--- config.mk ---
export PLATFORM = sky130hd
export DESIGN_NAME = gat_debug_monitor
export DESIGN_NICKNAME = d
export VERILOG_FILES = /design/src/rtl/gat_debug_pkg.sv /design/src/rtl/gat_dbg_sat_counter.sv /design/src/rtl/gat_debug_monitor.sv
export SDC_FILE = /design/constraint.sdc
export NUM_CORES = 1
export LEC_CHECK = 0
export BUFFER_PORTS_ARGS = -buffer_cell sky130_fd_sc_hd__buf_2
export CAP_MARGIN = 40
export CORE_ASPECT_RATIO = 0.9
export CORE_UTILIZATION = 60
export DETAILED_ROUTE_END_ITERATION = 6
export GPL_TIMING_DRIVEN = 0
export PLACE_DENSITY_LB_ADDON = 0.25
export SLEW_MARGIN = 10
export SYNTH_ARGS = -nofsm -noshare
export SYNTH_HDL_FRONTEND = slang
export SYNTH_SLANG_ARGS = --single-unit
--- constraint.sdc ---
create_clock -name clk -period 2.9 [get_ports clk]
set_input_delay 0.145 -clock clk [delete_from_list [all_inputs] [get_ports clk]]
set_output_delay 0.145 -clock clk [all_outputs]
set_load 0.03 [all_outputs]
--- src/rtl/gat_debug_pkg.sv ---
// gat_debug_pkg: shared state encoding, readback indices and saturating-increment helper for the GAT debug monitor
package gat_debug_pkg;

  typedef enum logic [1:0] {
    IDLE   = 2'd0,
    RUN    = 2'd1,
    FROZEN = 2'd2
  } dbg_state_e;

  localparam int SEL_STATUS   = 0;
  localparam int SEL_CYCLE    = 1;
  localparam int SEL_EVT_BASE = 2;

  // increment v, holding at the all-ones value of a w-bit counter
  function automatic logic [31:0] sat_inc(input logic [31:0] v, input int w);
    logic [31:0] mx;
    mx = (w >= 32) ? 32'hFFFF_FFFF : (32'd1 << w) - 32'd1;
    return (v >= mx) ? v : v + 32'd1;
  endfunction

endpackage

--- src/rtl/gat_dbg_sat_counter.sv ---
// gat_dbg_sat_counter: W-bit counter with synchronous clear that sticks at all-ones
module gat_dbg_sat_counter
  import gat_debug_pkg::*;
#(
  parameter int W = 32
) (
  input  logic         clk,
  input  logic         rst_n,
  input  logic         i_clr,
  input  logic         i_inc,
  output logic [W-1:0] o_q
);

  logic [W-1:0] r_q;

  // clear wins over increment; increment never wraps past all-ones
  always_ff @(posedge clk or negedge rst_n)
    if (!rst_n) r_q <= '0;
    else if (i_clr) r_q <= '0;
    else if (i_inc) r_q <= W'(sat_inc(32'(r_q), W));

  assign o_q = r_q;

endmodule

--- src/rtl/gat_debug_monitor.sv ---
// gat_debug_monitor: event/cycle statistics, sticky flags and address-triggered captures behind one indexed readback port
// Optional capture timestamps are built when GAT_DBG_TIMESTAMP_EN is defined.
module gat_debug_monitor
  import gat_debug_pkg::*;
#(
  parameter int NUM_CH  = 8,
  parameter int CNT_W   = 32,
  parameter int NUM_CAP = 2,
  parameter int ADDR_W  = 16,
  parameter int DATA_W  = 32,
  parameter int SEL_W   = 5
) (
  input  logic                      clk,
  input  logic                      rst_n,
  input  logic                      start_i,
  input  logic                      freeze_i,
  input  logic                      clr_i,
  input  logic [NUM_CH-1:0]         evt_i,
  input  logic                      trig_vld_i,
  input  logic [ADDR_W-1:0]         trig_addr_i,
  input  logic [DATA_W-1:0]         cap_data_i,
  input  logic [NUM_CAP*ADDR_W-1:0] cap_match_i,
  input  logic [SEL_W-1:0]          rd_sel_i,
  output logic [31:0]               rd_data_o,
  output logic [1:0]                state_o,
  output logic [NUM_CH-1:0]         sticky_o
);

  localparam int SEL_CAP_BASE = SEL_EVT_BASE + NUM_CH;
  localparam int SEL_TS_BASE  = SEL_CAP_BASE + NUM_CAP;
  localparam int ST_W         = 2 + NUM_CH + NUM_CAP;

  dbg_state_e        r_state;
  logic [NUM_CH-1:0] r_sticky;
  logic [NUM_CAP-1:0] r_cap_vld;
  logic [DATA_W-1:0] r_cap [NUM_CAP];
  logic [31:0]       r_rd;
  logic              w_run;
  logic [CNT_W-1:0]  w_cyc;
  logic [CNT_W-1:0]  w_evt [NUM_CH];
  logic [NUM_CAP-1:0] w_hit;
  logic [ST_W-1:0]   w_status;
  logic [31:0]       w_rd;

  assign w_run = (r_state == RUN);

  gat_dbg_sat_counter #(.W(CNT_W)) u_cyc (
    .clk   (clk),
    .rst_n (rst_n),
    .i_clr (clr_i),
    .i_inc (w_run),
    .o_q   (w_cyc)
  );

  for (genvar g = 0; g < NUM_CH; g++) begin : g_evt
    gat_dbg_sat_counter #(.W(CNT_W)) u_evt (
      .clk   (clk),
      .rst_n (rst_n),
      .i_clr (clr_i),
      .i_inc (w_run && evt_i[g]),
      .o_q   (w_evt[g])
    );
  end

  // run control; a saturated cycle counter freezes the run by itself
  always_ff @(posedge clk or negedge rst_n)
    if (!rst_n) r_state <= IDLE;
    else if (clr_i) r_state <= IDLE;
    else
      case (r_state)
        IDLE:    if (start_i) r_state <= RUN;
        RUN:     if (freeze_i || &w_cyc) r_state <= FROZEN;
        FROZEN:  if (start_i) r_state <= RUN;
        default: r_state <= IDLE;
      endcase

  // sticky flags collect events in every state so bring-up sees activity before arming
  always_ff @(posedge clk or negedge rst_n)
    if (!rst_n) r_sticky <= '0;
    else r_sticky <= clr_i ? '0 : r_sticky | evt_i;

  // a slot fires only once per clear: the first matching address wins
  always_comb
    for (int k = 0; k < NUM_CAP; k++)
      w_hit[k] = w_run && trig_vld_i && !r_cap_vld[k] &&
                 (trig_addr_i == cap_match_i[k*ADDR_W +: ADDR_W]);

  // latch capture data and valid bits for every slot that fires
  always_ff @(posedge clk or negedge rst_n)
    if (!rst_n) begin
      r_cap_vld <= '0;
      for (int k = 0; k < NUM_CAP; k++) r_cap[k] <= '0;
    end else if (clr_i) begin
      r_cap_vld <= '0;
      for (int k = 0; k < NUM_CAP; k++) r_cap[k] <= '0;
    end else
      for (int k = 0; k < NUM_CAP; k++)
        if (w_hit[k]) begin
          r_cap_vld[k] <= 1'b1;
          r_cap[k]     <= cap_data_i;
        end

`ifdef GAT_DBG_TIMESTAMP_EN
  logic [CNT_W-1:0] r_ts [NUM_CAP];
  // stamp with the cycle count including the capture cycle itself
  always_ff @(posedge clk or negedge rst_n)
    if (!rst_n) for (int k = 0; k < NUM_CAP; k++) r_ts[k] <= '0;
    else if (clr_i) for (int k = 0; k < NUM_CAP; k++) r_ts[k] <= '0;
    else
      for (int k = 0; k < NUM_CAP; k++)
        if (w_hit[k]) r_ts[k] <= CNT_W'(sat_inc(32'(w_cyc), CNT_W));
`endif

  assign w_status = {r_cap_vld, r_sticky, r_state};

  // readback mux over current register values; unmatched indices fall through to zero
  always_comb begin
    w_rd = '0;
    if (rd_sel_i == SEL_W'(SEL_STATUS)) w_rd = 32'(w_status);
    if (rd_sel_i == SEL_W'(SEL_CYCLE)) w_rd = 32'(w_cyc);
    for (int i = 0; i < NUM_CH; i++)
      if (rd_sel_i == SEL_W'(SEL_EVT_BASE + i)) w_rd = 32'(w_evt[i]);
    for (int k = 0; k < NUM_CAP; k++) begin
      if (rd_sel_i == SEL_W'(SEL_CAP_BASE + k)) w_rd = 32'(r_cap[k]);
`ifdef GAT_DBG_TIMESTAMP_EN
      if (rd_sel_i == SEL_W'(SEL_TS_BASE + k)) w_rd = 32'(r_ts[k]);
`endif
    end
  end

  // registered readback so the board registers see a clean, pre-update snapshot
  always_ff @(posedge clk or negedge rst_n)
    if (!rst_n) r_rd <= '0;
    else r_rd <= clr_i ? '0 : w_rd;

  assign rd_data_o = r_rd;
  assign state_o   = r_state;
  assign sticky_o  = r_sticky;

endmodule

After elaboration in Yosys (flattened, before gate mapping) --
Index checks and enable logic that the tools add are counted.
Cells by class: muxes and demuxes 51, $lt $le $gt $ge 9, eq/ne operators 26, reductions and logical operators 41, bitwise gates (word level) 1, $add $sub $neg 9
Operators by type and width (number):
- $mux W32 | 41
- $add A32 B1 Y32 const B | 9
- $ge A32 B32 Y1 const B | 9
- $mux W64 | 1
- $eq A16 B16 Y1 | 2
- $reduce_and A32 Y1 | 1
- $reduce_bool A2 Y1 | 11
- $eq A5 B3 Y1 const B | 4
- $eq A5 B4 Y1 const B | 4
- $reduce_and A2 Y1 | 10
- $ne A2 B2 Y1 const B | 9
- $logic_and A1 B1 Y1 | 13
- $mux W12 | 1
- $eq A5 B2 Y1 const B | 2
- $mux W2 | 4
- $mux W8 | 1
- $or A8 B8 Y8 | 1
- $eq A5 B1 Y1 const B | 1
- $logic_not A5 Y1 | 1
- $pmux W2 S2 | 1
- $ne A3 B1 Y1 const B | 1
- $ne A3 B2 Y1 const B | 1
- $eq A2 B1 Y1 const B | 1
- $eq A2 B2 Y1 const B | 1
- 5 further kinds | 7
Storage, ports and cells: input bits 99, logic and storage cells 153, flip-flop bits (word level) 396

Depth between registers and ports, before layout --
depth after elaboration 14, depth in mapped cells 9, mapped depth without buffers 6

Cells and area by module --
Synthesis repeated with hierarchy kept, for this count alone.
Second synthesis, totals: cell total of the unflattened synthesis 2792, area total of the unflattened synthesis 24982.7 um^2
Modules (own cells, without submodules):
- gat_dbg_sat_counter | cells each 194, area an instance 1809.2 um^2, times used 9
- gat_debug_monitor | cells each 1046, area an instance 8699.6 um^2, times used 1

Worst setup path after synthesis --
Ideal clock, no wire load.
kind flip-flop to flip-flop, from reg r_state[0], in the netlist state_o[0], to reg r_cap[35] (netlist bit), data required time 2.821 ns, slack 0.551 ns, clock period less this slack 2.349 ns, library setup time 0.079 ns, arrival 2.270 ns, cell stages (with the launch flop) 10, path through dfrtp_1 -> buf_2 -> nor2b_1 -> buf_2 -> nand3_1 -> nor4_1 -> and3_1 -> clkbuf_1 -> buf_2 -> mux2i_1
On the way: word-level cells in the longest chain between the ends 5
Ends and longest elaborated chain:
- start: declaration | RTL line gat_debug_monitor.sv:33 | dbg_state_e r_state;
- start signal: assignment | RTL line gat_debug_monitor.sv:67 | if (!rst_n) r_state <= IDLE;
- start signal: assignment | RTL line gat_debug_monitor.sv:68 | else if (clr_i) r_state <= IDLE;
- start signal: assignment | RTL line gat_debug_monitor.sv:71 | IDLE: if (start_i) r_state <= RUN;
- $eq A2 B1 Y1 | RTL line gat_debug_monitor.sv:45 | assign w_run = (r_state == RUN);
- $logic_and A1 B1 Y1 (3 in a row) | RTL line gat_debug_monitor.sv:85 | w_hit[k] = w_run && trig_vld_i && !r_cap_vld[k] &&
- $reduce_bool A2 Y1 (no line)
- end signal: indexed assignment | RTL line gat_debug_monitor.sv:100 | r_cap[k] <= cap_data_i;
- end: declaration | RTL line gat_debug_monitor.sv:36 | logic [DATA_W-1:0] r_cap [NUM_CAP];
Every way passes these cells. A chain may end at the register's enable or synchronous reset.

Final worst setup path --
from reg r_state[1], in the netlist state_o[1], to reg u_cyc.r_q[18], in the netlist u_cyc.o_q[18]
On the way: word-level cells in the longest chain between the ends 3
Ends and longest elaborated chain:
- $eq A2 B1 Y1 | RTL line gat_debug_monitor.sv:45
- $reduce_bool A2 Y1 (no line)
- $reduce_and A2 Y1 (no line)
- end signal: assignment | RTL line gat_dbg_sat_counter.sv:20 | else if (i_inc) r_q <= W'(sat_inc(32'(r_q), W));
- end: declaration | RTL line gat_dbg_sat_counter.sv:14 | logic [W-1:0] r_q;
Every way passes these cells.

==> out/metrics.yaml <==
tightest_slew_ns: 1.001
cts_sinks: 396
synth_cells: 2654
fill_cells: 3078
skew_ns: 0.02148
drive_gt1_share_pct: 13.36
port_buffers: 136
cts_root_buffer: "clkbuf_16"
drt-pass1-iter-count: 7
viasPerCell: 7.149
instances_no_fill: 3469
synth.ff_latch_count: 396
detail_route.wl_per_cell_um: 28.13
routed_wl_mm: 97.57
yosysSeqAreaShare_pct: 41.31
drt-initial-drc-count: 4112
rows: 69
route.detailed.drc: 0
dieArea_mm2: 0.04078
p_int_uw: 9366
critical_path_peak_fanout: 10
core_area_mm2: 0.03945
max_cap_viol_count: 0
synth.top_cells.by_area: "dfrtp_1 (41%), a21oi_1 (4.3%), mux2i_1 (3.9%), mux2_2 (3.8%), nor2_1 (3.3%)"
p_total_uw: 12600
grt_setup_unrepaired: "yes"
synth_warnings: 0
power_frac_clock_pct: 46.6
ir_worst_vdd_uv: 512.2
synth_edf_count: 0
die_h_um: 191.7
switchingPower_uw: 3230
ios: 141
clock_path_buffers: 3
powerDensity_mw_per_mm2: 454.6
start_util_pct: 60.80
worstHoldPathType: "primary input to asynchronous set/reset pin"
path_class: "flop to flop"
mappedNetlistArea_mm2: 0.02399
die_w_um: 212.8
cts_max_level: 2
cellLeakagePower_uw: 0.01104
track_usage_pct: 47.55
numCtsBuffers: 43
yosysMostFrequentCell: "dfrtp_1"
via_count: 24800
clkLatencyLatePin_ns: 0.59
dp_hpwl_mm: 72.77
pwr-share-seq_pct: 44.5
ys.flop_type: "dfrtp_1"
grt_antenna_before_repair: 4
grt_pass1_wl_mm: 142.5
final.setup.worst_slack_ns: -0.02973
synth_area_per_cell_um2: 9.038
syn_to_final_growth_pct: 15.52
synth_nets: 2762
post-route-period-util_pct: 101.0
final_area_mm2: 0.02771
combPwrFrac_pct: 8.9
placed_area_mm2: 0.02566
async_reset_ff_share_pct: 100.0
grt_start_max_net_pins: 108
synth_top_cell_area_share_pct: 41.31
drv_slew: 0
first_global_vias: 23115
slew_headroom_pct: 33.30
netSwitchingFraction_pct: 25.64
critPathLaunchType: "flop"
postRouteAntennaNets: 0
timing.fmax_mhz: 341.3
gp_congestion: 1.112
cp.required_ns: 3.37
crit_arrival_ns: 3.40
endpoint_kind: "flop"
violations: "setup timing"
hold_viol: 0
synth_top_area_cell: "dfrtp_1"
cts_tree: "done"
synth_commonest_cells: "dfrtp_1 (396), nor2_1 (210), a21oi_1 (206), clkbuf_1 (147), o21ai_0 (138)"
status: "finished, violations left"
period_needed_ns: 2.930
yosysUniqueCellTypes: 81
finalNetCount: 3012
final-setup-viol-count: 5
dp_cells: 3345
grt_remaining_overflow: 0
clk_pin_slew_ns: 0.06
place_ws_ns: -0.7242
[critical path: stages, from the launching register on]
cell and delay (ns):
dfrtp_1 0.60, clkbuf_4 0.36, nand2b_1 0.19, clkbuf_1 0.21, nor3_2 0.60, o21ai_0 0.29
nor2_1 0.22, mux2_2 0.35
[worst paths after layout]
check,startpoint,endpoint,slack [ns],cells past startpoint
setup / recovery,state_o[1],u_cyc.o_q[18],-0.03,7
hold / removal,rst_n,g_evt[1].u_evt.o_q[22],0.06,2
setup reg to reg,state_o[1],u_cyc.o_q[18],-0.03,7
hold reg to reg,sticky_o[2],sticky_o[2],0.54,2
max in group asynchronous,rst_n,g_evt[5].u_evt.o_q[9],1.50,4
min in group clk,cap_match_i[28],r_cap[0],0.30,6
[cell type report]
class	instances	area, µm²	share of cell area, %
diodes	3	7.507	0.02709
plain buffers	171	693.2	2.502
clock buffers	63	1271	4.588
clock inverters	12	188.9	0.6818
inverters	47	176.4	0.6367
multi-input cells	2037	13320	48.07
flip-flops and latches	396	9910	35.76
well taps	532	665.6	2.402
repair buffers	208	1478	5.333
[flip-flops by register name, indices dropped and copies added, names as in the netlist]
register,count
rd_data_o,32
r_cap_vld,2
state_o,2
r_cap,64
g_evt.u_evt.o_q,256
u_cyc.o_q,32
sticky_o,8
[logic make-up (layout without fill, tap and decap cells)]
group | after synthesis | in the layout | share of synthesized area, %
AOI/OAI and AO/OA | 661 | 661 | 17.63
xor gates and xnor gates | 83 | 83 | 3.031
adders and majority gates | 9 | 9 | 0.4695
buffers and inverters | 221 | 501 | 3.568
DFF | 396 | 396 | 41.31
muxes | 179 | 179 | 8.101
other | 0 | 3 | 0
and+or+nand+nor | 1105 | 1105 | 25.89
[power groups by stage]
| stage | logic, µW | clock network, µW | registers (µW) |
|---|---|---|---|
| 2_1_floorplan | 429 | 0 | 5720 |
| 3_3_place_gp | 963 | 0 | 5700 |
| 3_5_place_dp | 1020 | 0 | 5700 |
| 4_1_cts | 1070 | 5830 | 5600 |
| 5_1_grt | 1160 | 6050 | 5600 |
| 6_report | 1120 | 5870 | 5600 |
[cells in the final DEF, fill, tap and decap left out, types with 12 or more instances in the layout]
| cell type | instances |
|---|---|
| dfrtp_1 | 396 |
| nor2_1 | 208 |
| a21oi_1 | 206 |
| buf_2 | 156 |
| clkbuf_1 | 144 |
| o21ai_0 | 138 |
| nand2_1 | 129 |
| nand3_1 | 119 |
| nand2b_1 | 106 |
| or3_1 | 95 |
| mux2i_1 | 94 |
| nand4_1 | 86 |
| mux2_2 | 81 |
| o31ai_1 | 80 |
| or4_1 | 79 |
| nor2b_1 | 50 |
| xnor2_1 | 50 |
| inv_1 | 47 |
| dlygate4sd3_1 | 44 |
| clkbuf_16 | 43 |
| nor3_1 | 42 |
| a22oi_1 | 35 |
| and3_1 | 35 |
| nor4_1 | 34 |
| and4_1 | 34 |
| xor2_1 | 33 |
| a211oi_1 | 31 |
| o22ai_1 | 18 |
| o221ai_1 | 17 |
| a31oi_1 | 14 |
| and2_1 | 12 |
| o2bb2ai_1 | 12 |
| clkbuf_8 | 12 |
[per-layer routing]
layer	part of all wire (%)	GRT usage, %	vias up	wire, µm
li1	-	-	10503	-
met1	37	62.97	12001	36410
met2	42	69.37	1888	41330
met3	13	12.30	406	13110
met4	6.9	29.91	2	6713
met5	0.0092	0	-	9
[through the flow]
stage | util [%] | TNS (ns) | hold WS (ns)
after floorplan | - | 0 | -0.1506
after global placement | 64.21 | -2452.31 | 0.3763
after detailed placement | 65.03 | -47.47 | 0.03893
after CTS | 70.01 | 0 | 0.03692
after global routing | 70.21 | -1.291 | 0.09290
final | 70.23 | -0.07270 | 0.06255
[timing repair]
item	CTS	global route
endpoints found under the setup margin	116	68
buffers inserted	2	2
hold buffers	44	0
resized for setup	18	17
endpoints found under the hold margin	290	0
pin swaps	1	0
(Power assumes the default switching activity.)
